`src/rtl/bus_pkg.sv`:
```
// Shared definitions for the bus retry controller.
// FSM encoding, counter widths and saturation helper.
package bus_pkg;

    localparam int ERR_COUNT_W = 8;
    localparam int RETRY_W     = 3;

    typedef enum logic [2:0] {
        IDLE  = 3'd0,
        ISSUE = 3'd1,
        WAIT  = 3'd2,
        ABORT = 3'd3,
        RESP  = 3'd4
    } state_e;

    function automatic logic [ERR_COUNT_W-1:0] sat_inc(
        input logic [ERR_COUNT_W-1:0] v
    );
        return (&v) ? v : v + ERR_COUNT_W'(1);
    endfunction

endpackage

```
`src/rtl/bus_retry_ctrl.sv`:
```
// Single-command bus master with bounded retry on watchdog timeout.
// All outputs are registered; one command in flight at a time.
module bus_retry_ctrl
    import bus_pkg::*;
#(
    parameter int ADDR_W    = 16,
    parameter int DATA_W    = 32,
    parameter int MAX_RETRY = 3
) (
    input  logic                   clk,
    input  logic                   reset,
    input  logic                   cmd_valid,
    output logic                   cmd_ready,
    input  logic [ADDR_W-1:0]      cmd_addr,
    output logic                   bus_req,
    output logic [ADDR_W-1:0]      bus_addr,
    input  logic                   bus_ack,
    input  logic [DATA_W-1:0]      bus_rdata,
    output logic                   start_transaction,
    output logic                   complete_transaction,
    input  logic                   timeout_error,
    output logic                   rsp_valid,
    input  logic                   rsp_ready,
    output logic [DATA_W-1:0]      rsp_data,
    output logic                   rsp_err,
    output logic [ERR_COUNT_W-1:0] err_count
);

    localparam logic [RETRY_W-1:0] RETRY_LIM = RETRY_W'(MAX_RETRY);

    state_e                   state_q;
    logic [RETRY_W-1:0]       retry_q;
    logic                     cmd_ready_q;
    logic                     bus_req_q;
    logic [ADDR_W-1:0]        bus_addr_q;
    logic                     start_q;
    logic                     complete_q;
    logic                     rsp_valid_q;
    logic [DATA_W-1:0]        rsp_data_q;
    logic                     rsp_err_q;
    logic [ERR_COUNT_W-1:0]   err_count_q;

    // Control FSM; every output is set on the transition into its state.
    always_ff @(posedge clk or posedge reset) begin
        if (reset) begin
            state_q     <= IDLE;
            retry_q     <= '0;
            cmd_ready_q <= 1'b1;
            bus_req_q   <= 1'b0;
            bus_addr_q  <= '0;
            start_q     <= 1'b0;
            complete_q  <= 1'b0;
            rsp_valid_q <= 1'b0;
            rsp_data_q  <= '0;
            rsp_err_q   <= 1'b0;
            err_count_q <= '0;
        end else begin
            start_q    <= 1'b0;
            complete_q <= 1'b0;
            unique case (state_q)
                IDLE: begin
                    if (cmd_valid) begin
                        bus_addr_q  <= cmd_addr;
                        retry_q     <= '0;
                        cmd_ready_q <= 1'b0;
                        bus_req_q   <= 1'b1;
                        start_q     <= 1'b1;
                        state_q     <= ISSUE;
                    end
                end
                ISSUE: begin
                    state_q <= WAIT;
                end
                WAIT: begin
                    // Ack wins over a coincident timeout.
                    if (bus_ack) begin
                        rsp_data_q  <= bus_rdata;
                        rsp_err_q   <= 1'b0;
                        rsp_valid_q <= 1'b1;
                        bus_req_q   <= 1'b0;
                        complete_q  <= 1'b1;
                        state_q     <= RESP;
                    end else if (timeout_error) begin
                        bus_req_q  <= 1'b0;
                        complete_q <= 1'b1;
                        state_q    <= ABORT;
                    end
                end
                ABORT: begin
                    if (retry_q < RETRY_LIM) begin
                        retry_q   <= retry_q + RETRY_W'(1);
                        bus_req_q <= 1'b1;
                        start_q   <= 1'b1;
                        state_q   <= ISSUE;
                    end else begin
                        rsp_err_q   <= 1'b1;
                        rsp_data_q  <= '0;
                        rsp_valid_q <= 1'b1;
                        err_count_q <= sat_inc(err_count_q);
                        state_q     <= RESP;
                    end
                end
                RESP: begin
                    if (rsp_ready) begin
                        rsp_valid_q <= 1'b0;
                        cmd_ready_q <= 1'b1;
                        state_q     <= IDLE;
                    end
                end
                default: begin
                    state_q     <= IDLE;
                    cmd_ready_q <= 1'b1;
                    bus_req_q   <= 1'b0;
                    rsp_valid_q <= 1'b0;
                end
            endcase
        end
    end

    assign cmd_ready            = cmd_ready_q;
    assign bus_req              = bus_req_q;
    assign bus_addr             = bus_addr_q;
    assign start_transaction    = start_q;
    assign complete_transaction = complete_q;
    assign rsp_valid            = rsp_valid_q;
    assign rsp_data             = rsp_data_q;
    assign rsp_err              = rsp_err_q;
    assign err_count            = err_count_q;

endmodule

```
`config.mk`:
```
export PLATFORM = sky130hd
export DESIGN_NAME = bus_retry_ctrl
export DESIGN_NICKNAME = d
export VERILOG_FILES = /design/src/rtl/bus_pkg.sv /design/src/rtl/bus_retry_ctrl.sv
export SDC_FILE = /design/constraint.sdc
export NUM_CORES = 1
export LEC_CHECK = 0
export ABC_AREA = 1
export CAP_MARGIN = 20
export CORE_AREA = 2 2 102 104
export CTS_CLUSTER_DIAMETER = 150
export DETAILED_ROUTE_END_ITERATION = 7
export DIE_AREA = 0 0 104 106
export PLACE_DENSITY = 0.63
export SETUP_SLACK_MARGIN = 0.4
export SLEW_MARGIN = 20
export SYNTH_ARGS = -nofsm -noshare
export SYNTH_HDL_FRONTEND = slang
export SYNTH_SLANG_ARGS = --single-unit
export TNS_END_PERCENT = 50
```
`constraint.sdc`:
```
create_clock -name clk -period 3.6 [get_ports clk]
set_clock_uncertainty 0.15 [all_clocks]
set_input_delay 0.72 -clock clk [delete_from_list [all_inputs] [get_ports clk]]
set_output_delay 0.72 -clock clk [all_outputs]
set_load 0.02 [all_outputs]
```
Yosys cells after proc, flatten, opt, wreduce, memory -nomap -nowiden
Cells that the tools add are included.
Storage, ports and cells
  bits in registers: 68
  input port bits: 54
  output and inout port bits: 62
  logic and storage cells: 76
Operators by class
  add/subtract/negate cells: 2
  $lt $le $gt $ge: 1
  eq/ne operators: 10
  muxes and demuxes: 32
  bitwise operators: 5
  reduce and logical (&&, ||, !) cells: 15
Operator list (number)
  32-bit 2-to-1 mux: 2
  32-bit case mux with 2 select lines: 1
  3-bit 2-to-1 mux: 7
  1-bit 2-to-1 mux: 15
  3-bit case mux with 5 select lines: 1
  3-bit AND reduction: 5
  2-bit != test, second input constant: 5
  8-bit by 1-bit adder with 8-bit output, second input constant: 1
  1-bit case mux with 4 select lines: 2
  4-bit AND reduction: 2
  8-bit AND reduction: 1
  3-bit by 2-bit == test with 1-bit output, second input constant: 2
  3-bit case mux with 2 select lines: 1
  1-bit NOT: 5
  1-bit case mux with 2 select lines: 2
  2-bit nonzero test: 2
  2-bit OR reduction: 2
  3-bit by 1-bit adder with 3-bit output, second input constant: 1
  3-bit by 1-bit == test with 1-bit output, second input constant: 1
  3-bit == test, second input constant: 1
  3-bit logical NOT: 1
  3-bit by 2-bit < comparator with 1-bit output, second input constant: 1
  3-bit != test, second input constant: 1
  1-bit case mux with 3 select lines: 1
  other kinds (2): 2

Logic depth before layout (Yosys ltp)
Gate-level depths: netlist of the first run.
  word-level depth: 4
  depth in mapped cells: 9
  mapped depth without buffers: 8

Least setup slack after synthesis of the first run
OpenSTA, ideal clock, no wires.
  kind: register -> register
  start: reg err_count_q[1] (netlist: err_count[1])
  end: reg err_count_q[6] (netlist: err_count[6])
  library setup time: 117 ps
  data arrival time: 1311 ps
  data required time: 3333 ps
  slack: 2023 ps
  stages on the path, launching flop included: 9
  path buffers: 0
  clock period less this slack: 1577 ps
  cell sequence: dfrtp_1 -> ha_1 -> nand3_1 -> nor2_1 -> nand2_1 -> nand2_2 -> inv_2 -> nand2_1 -> nand2_1
Between the ends
  longest elaborated chain between the ends: 3
  elaborated cells on any way between the ends: 4
  classes of those cells: 1 x add/sub; 1 x bitwise; 2 x reduce/logical
RTL lines
  start: declaration: line bus_retry_ctrl.sv:41  | logic [ERR_COUNT_W-1:0] err_count_q;
  start signal: assignment: line bus_retry_ctrl.sv:99  | err_count_q <= sat_inc(err_count_q);
  branches (longest 3 deep; another with 8-bit by 1-bit adder with 8-bit output)
Several ways; the timed one is not identified.
A chain may end at the register's enable or synchronous reset.

Final worst setup path of the first run
  start: reg cmd_ready_q (netlist: cmd_ready)
  end: out cmd_ready
RTL lines
  start: declaration: line bus_retry_ctrl.sv:33  | logic cmd_ready_q;
  start signal: assignment: line bus_retry_ctrl.sv:48  | cmd_ready_q <= 1'b1;
  start signal: assignment: line bus_retry_ctrl.sv:65  | cmd_ready_q <= 1'b0;
  start signal: assignment: line bus_retry_ctrl.sv:106  | cmd_ready_q <= 1'b1;
  end: declaration: line bus_retry_ctrl.sv:13  | output logic cmd_ready,
No word-level cell between the ends.

==> flow_metrics.py, run 1 <==
metrics = {
    "sta": {
        "tightestPinTransition_ns": 0.705,
        "setup-tns-final_ns": 0,
        "slew_headroom_pct": 52.9,
        "grt_setup_unrepaired": "false",
        "final-max-slew-violation-count": 0,
        "final-hold-violation-count": 0,
        "tcrit_tclk_final_pct": 65.2,
        "finalSetupViolations": 0,
        "fin_crit_ns": 2.35,
        "final.setup.worst_slack_ns": 1.25,
        "max_clock_freq_mhz": 426,
    },
    "grt": {
        "first_global_vias": 2606,
        "grt_pass1_wl_um": 12500,
        "grt_max_degree": 38,
        "grt_usage_pct": 14.1,
        "overflow": 0,
        "number_of_antenna_violations_at_the_first_check_in_global_routing": 0,
    },
    "setup_path": {
        "worstPathCellList": "clkdlybuf4s50_1",
        "timing.critical_path.fanout_max": 2,
        "timing.rr.start": "state_q[2]$_DFFE_PP0P_",
        "worstPathRequired_ns": 2.73,
        "crit_arrival_ns": 1.48,
        "worstSetupPathType": "register to output pin",
        "start_kind": "register",
        "worst_path_max_delay_cell": "clkdlybuf4s50_1",
        "critical_path.top_delay_family": "buffers and inverters",
        "critical-path-max-stage-delay_ns": 0.61,
        "setup.worst_path.end_class": "output pin",
        "cp-startpoint": "cmd_ready$_DFFE_PP1P_",
        "crit_buf_inv": 1,
    },
    "synthesis": {
        "syn-num-nets": 392,
        "yosysSeqAreaShare_pct": 59.0,
        "synth_area_per_cell_um2": 8.58,
        "synth_cells": 336,
        "yosysWarnings": 0,
        "post_synth_instance_area_um2": 2880,
        "synth-simple-area-share_pct": 31.1,
        "distinct_cells_synth": 24,
        "synth-seq-cells": 68,
        "main_combinational_cell_family_by_area_after_synthesis": "simple AND/OR/NAND/NOR gates",
        "synth-compound-area-share_pct": 1.65,
        "synth_adder_area_share_pct": 0.868,
        "synthMuxAreaShare_pct": 0,
        "synth_xor_area_share_pct": 1.82,
    },
    "clock_network": {
        "cts_tree": "built",
        "cts.clk_slew.worst_paths_ns": 0.08,
        "cts.htree.levels": 3,
        "post_cts_setup_repair_bufs": 0,
        "cts_root_buffer": "clkbuf_8",
        "post_cts_resized": 0,
        "cts_inserted_buffers": 9,
        "cts_hold_buf": 0,
        "ctsLongestPathBuffers": 2,
        "clkSinkCount": 68,
        "clock_insertion_delay_worst_skew_ns": 0.33,
    },
    "layout": {
        "count_of_nets_after_finishing": 509,
        "finish.utilization_pct": 43.7,
        "syn_to_final_growth_pct": 51.6,
        "drive_above_1_share_pct": 6.77,
        "finish.instance_area_um2": 4370,
        "antennaDiodeCount": 0,
    },
    "route": {
        "remaining_drc_errors": 0,
        "drtIter0Drc": 106,
        "dr_total_vias": 2572,
        "drt.antenna.violating_nets": 0,
        "via_per_inst": 4.33,
        "post_drt_wl_per_cell_um": 12.5,
        "firstDrtPassIters": 4,
        "postRouteWirelength_um": 7430,
    },
    "power": {
        "power.ir.vdd_worst_mv": 0.378,
        "power_mw": 3.46,
        "power.leakage_nw": 2.19,
        "power_per_cell_area_nw_per_um2": 792,
    },
    "status": {
        "run_status": "completed",
    },
    "die": {
        "initial_core_util_pct": 28.8,
        "floorplan_die_area_um2": 11000,
        "fp.coreArea_um2": 10000,
        "fp.dieW_um": 104,
        "die_h_um": 106,
        "i_o_pin_total": 116,
        "core.rowCount": 37,
    },
    "placed_design": {
        "placed_area_um2": 4160,
        "post-place-ws_ns": 1.21,
        "placement.io_buffers": 115,
        "gp_congestion": 0.753,
        "detailedPlacementHpwl_um": 5290,
    },
    "job": {
        "timing.max_cap.violations": 0,
    },
    "hold_path": {
        "hold_start": "rsp_data[28]$_DFFE_PP0P_",
        "min-delay-path-class": "register to register",
    },
}
## cells in the final DEF (no fill, tap or decap), types with 3 or more instances in the layout
cell type,Yosys,routed
clkbuf_8,0,9
clkdlybuf4s50_1,0,115
clkinv_2,0,3
dfrtp_1,67,67
inv_1,16,15
inv_2,6,7
nand2_1,161,161
nand3_1,41,41
nor2_1,8,8
o21ai_0,4,4
xnor2_1,3,3
xor2_1,3,3
## path summary, 6_finish.rpt
path                                            end  slack, ns  cells after the start
setup / recovery                          cmd_ready       1.25                      1
hold / removal             rsp_data[28]$_DFFE_PP0P_       0.33                      2
setup reg to reg            rsp_data[8]$_DFFE_PP0P_       1.36                      8
hold reg to reg            rsp_data[28]$_DFFE_PP0P_       0.33                      2
max in group asynchronous     cmd_ready$_DFFE_PP1P_       1.94                      3
min in group asynchronous       bus_req$_DFFE_PP0P_       0.66                      2
## Yosys cell counts
cell type	n	area, um^2
nand3_1	41	205
buf_6	3	33.8
clkbuf_1	4	15.0
buf_4	3	22.5
inv_2	6	22.5
ha_1	2	25.0
xnor2_1	3	26.3
nand4_1	1	6.26
nor2_1	8	30.0
o21ai_1	2	10.0
a21oi_1	2	10.0
nor2_2	1	6.26
dfrtp_1	67	1680
buf_2	1	5.00
dfstp_2	1	26.3
nand2_2	2	12.5
inv_1	16	60.1
nand3b_1	1	7.51
a21o_1	1	7.51
o21ai_0	4	20.0
nand3_2	2	20.0
nor3_1	1	5.00
nand2_1	161	604
xor2_1	3	26.3
## metrics by stage
stage | hold slack, ns | instances
final | 0.330 | 594
after global routing | 0.358 | 594
after CTS | 0.336 | 594
after detailed placement | 0.314 | 578
after global placement | 0.313 | 578
after floorplan | 0.324 | 336
## layer usage
metal,vias to the layer above,track usage (%),routed length [um]
met1,1180,17.2,3360
met2,95,23.2,3480
met5,-,0,0
li1,1287,-,-
met3,10,3.99,463
met4,0,6.66,124
## registers in the layout (all words and copies together), names as in the netlist
register / cells
bus_addr: 16
bus_req: 1
cmd_ready: 1
complete_transaction: 1
err_count: 8
retry_q: 3
rsp_data: 32
rsp_err: 1
rsp_valid: 1
start_transaction: 1
state_q: 3
## worst reg2reg max path: stages, from the launching register on
cell and delay [ns]:
dfrtp_1 0.41, inv_2 0.13, nand3_2 0.52, inv_2 0.26, nand2_1 0.10, nand2_2 0.08, buf_4 0.30, nand3_1 0.13
nand2_1 0.09
## power by group
group	internal [mW]	switching (mW)	leakage [nW]
registers	1.06	0.185	0.869
logic	0.687	0.847	1.21
clock network	0.387	0.294	0.109
total	2.14	1.33	2.19
## logic make-up (layout without fill, tap and decap cells)
| family | count (synthesis) | in the layout |
|---|---|---|
| AO/OA/AOI/OAI | 9 | 9 |
| XOR/XNOR | 6 | 6 |
| adder cells (fa/ha/maj) | 2 | 2 |
| buffers and inverters | 33 | 155 |
| flip-flops | 68 | 68 |
| AND/OR/NAND/NOR | 218 | 218 |
## final cells by class
type | count | area [um^2]
clock buffers | 9 | 124
clock inverters | 7 | 91.3
fillers | 1007 | 5630
inverters | 22 | 82.6
multi-input cells | 235 | 1020
flip-flops and latches | 68 | 1700
well taps | 136 | 170
repair buffers | 117 | 1180
Note: power is estimated with default switching activity, not from simulation.
==> run 2, diff against run 1 <==
clock period = 2.4 ns   (was 3.6 ns; I/O delays follow)
==> run 2 against run 1 <==
Effect of this change: global-route usage fell by 0.69 points; clock power rose by 66%; non-clock buffer count grew 2; sequential power grew 50%; register-to-register slack worse by 0.73 ns; critical path type unchanged; largest cell class unchanged.
==> flow_metrics.py, run 2 (same netlist as run 1, synthesis figures left out) <==
metrics = {
    "status": {
        "run_status": "completed",
    },
    "power": {
        "power.ir.vdd_worst_mv": 0.527,
        "power_per_cell_area_nw_per_um2": 1200,
        "power.leakage_nw": 2.29,
    },
    "clock_network": {
        "cts_hold_buf": 0,
        "clock_insertion_delay_worst_skew_ns": 0.33,
        "post_cts_setup_repair_bufs": 0,
        "cts_tree": "built",
        "clkSinkCount": 68,
        "ctsLongestPathBuffers": 2,
        "cts_inserted_buffers": 9,
        "cts.clk_slew.worst_paths_ns": 0.07,
        "cts_root_buffer": "clkbuf_8",
        "cts.htree.levels": 3,
    },
    "sta": {
        "setup-tns-final_ns": 0,
        "fin_worst_hold_slack_ns": 0.329,
        "final.setup.worst_slack_ns": 0.414,
        "final-hold-violation-count": 0,
        "tightestPinTransition_ns": 0.367,
        "finalSetupViolations": 0,
        "tcrit_tclk_final_pct": 82.8,
        "grt_setup_unrepaired": "true",
        "fin_crit_ns": 1.99,
        "max_clock_freq_mhz": 503,
        "final-max-slew-violation-count": 0,
        "slew_headroom_pct": 75.5,
    },
    "route": {
        "post_drt_wl_per_cell_um": 11.9,
        "drt.antenna.violating_nets": 0,
        "drtIter0Drc": 88,
        "postRouteWirelength_um": 7110,
        "dr_total_vias": 2506,
        "remaining_drc_errors": 0,
        "via_per_inst": 4.20,
        "firstDrtPassIters": 4,
    },
    "layout": {
        "fill_cells": 997,
        "layout_common_cells": "nand2_1 (161), clkdlybuf4s50_1 (107), dfrtp_1 (67)",
        "finish.instance_area_um2": 4420,
        "count_of_nets_after_finishing": 511,
        "largest_register_ffs": 32,
        "syn_to_final_growth_pct": 53.3,
        "drive_above_1_share_pct": 7.17,
        "antennaDiodeCount": 0,
        "mostFrequentLayoutCell": "nand2_1",
        "finish.utilization_pct": 44.2,
    },
    "setup_path": {
        "crit_arrival_ns": 1.36,
        "timing.critical_path.fanout_max": 4,
        "critical-path-max-stage-delay_ns": 0.62,
        "crit_buf_inv": 1,
        "critical_path.top_delay_family": "buffers and inverters",
        "setup.worst_path.end_class": "output pin",
        "worst_path_max_delay_cell": "clkdlybuf4s50_1",
        "start_kind": "register",
        "worstPathRequired_ns": 1.77,
        "worstPathCellList": "clkdlybuf4s50_1",
        "worstSetupPathType": "register to output pin",
    },
    "grt": {
        "first_global_vias": 2494,
        "grt_pass1_wl_um": 11900,
        "grt_usage_pct": 13.4,
        "number_of_antenna_violations_at_the_first_check_in_global_routing": 0,
        "overflow": 0,
        "grt_max_degree": 69,
    },
    "die": {
        "floorplan_die_area_um2": 11000,
        "core.rowCount": 37,
        "die_h_um": 106,
        "fp.dieW_um": 104,
        "i_o_pin_total": 116,
        "fp.coreArea_um2": 10000,
        "initial_core_util_pct": 28.8,
    },
    "placed_design": {
        "gp_congestion": 0.810,
        "placement.io_buffers": 115,
        "placed_area_um2": 4180,
        "detailedPlacementHpwl_um": 5010,
        "post-place-ws_ns": 0.219,
    },
    "job": {
        "timing.max_cap.violations": 0,
    },
    "hold_path": {
        "min-delay-path-class": "register to register",
    },
}
run 2: path summary, 6_finish.rpt:
kind | from | end | slack [ns] | cells after the start
hold / removal | bus_req$_DFFE_PP0P_ | bus_req$_DFFE_PP0P_ | 0.33 | 2
min in group asynchronous | reset | err_count[2]$_DFFE_PP0P_ | 0.42 | 3
max in group asynchronous | reset | cmd_ready$_DFFE_PP1P_ | 1.32 | 3
hold reg to reg | bus_req$_DFFE_PP0P_ | bus_req$_DFFE_PP0P_ | 0.33 | 2
setup / recovery | err_count[0]$_DFFE_PP0P_ | err_count[0] | 0.41 | 1
setup reg to reg | state_q[2]$_DFFE_PP0P_ | rsp_data[14]$_DFFE_PP0P_ | 0.63 | 8
run 2: repair_timing:
item | 4_1_cts | 5_1_grt
pin swaps | 0 | 0
gates resized for setup | 4 | 6
endpoints found under the setup margin | 9 | 52
run 2: routing by layer:
metal	vias to the layer above	global-route usage [%]	wire, um
li1	1293	-	-
met5	-	0	0
met4	0	5.31	87
met3	7	4.84	540
met1	1120	17.0	3310
met2	86	21.0	3170
run 2: per-stage QoR:
stage / power, mW / cells
after floorplan: 3.11 / 336
after global placement: 4.19 / 580
after detailed placement: 4.22 / 580
after CTS: 5.37 / 596
after global routing: 5.67 / 596
final: 5.30 / 596
run 2: area by class of cell:
type / instances / area [um^2] / share of cell area (%)
sequential: 68 / 1700 / 38.5
timing repair buffer: 119 / 1200 / 27.1
multi-input combinational: 235 / 1020 / 23.1
tap: 136 / 170 / 3.85
clock buffer: 9 / 124 / 2.80
clock inverter: 7 / 115 / 2.60
inverter: 22 / 88.8 / 2.01
run 2: power breakdown:
group / internal, mW / switching [mW]
sequential: 1.59 / 0.272
clock: 0.686 / 0.442
combinational: 1.04 / 1.26
total: 3.32 / 1.98
run 2: tightest hold or removal path: stages (launching register included):
cell,delay (ns)
dfrtp_1,0.35
nand2_1,0.05
nand2_1,0.05
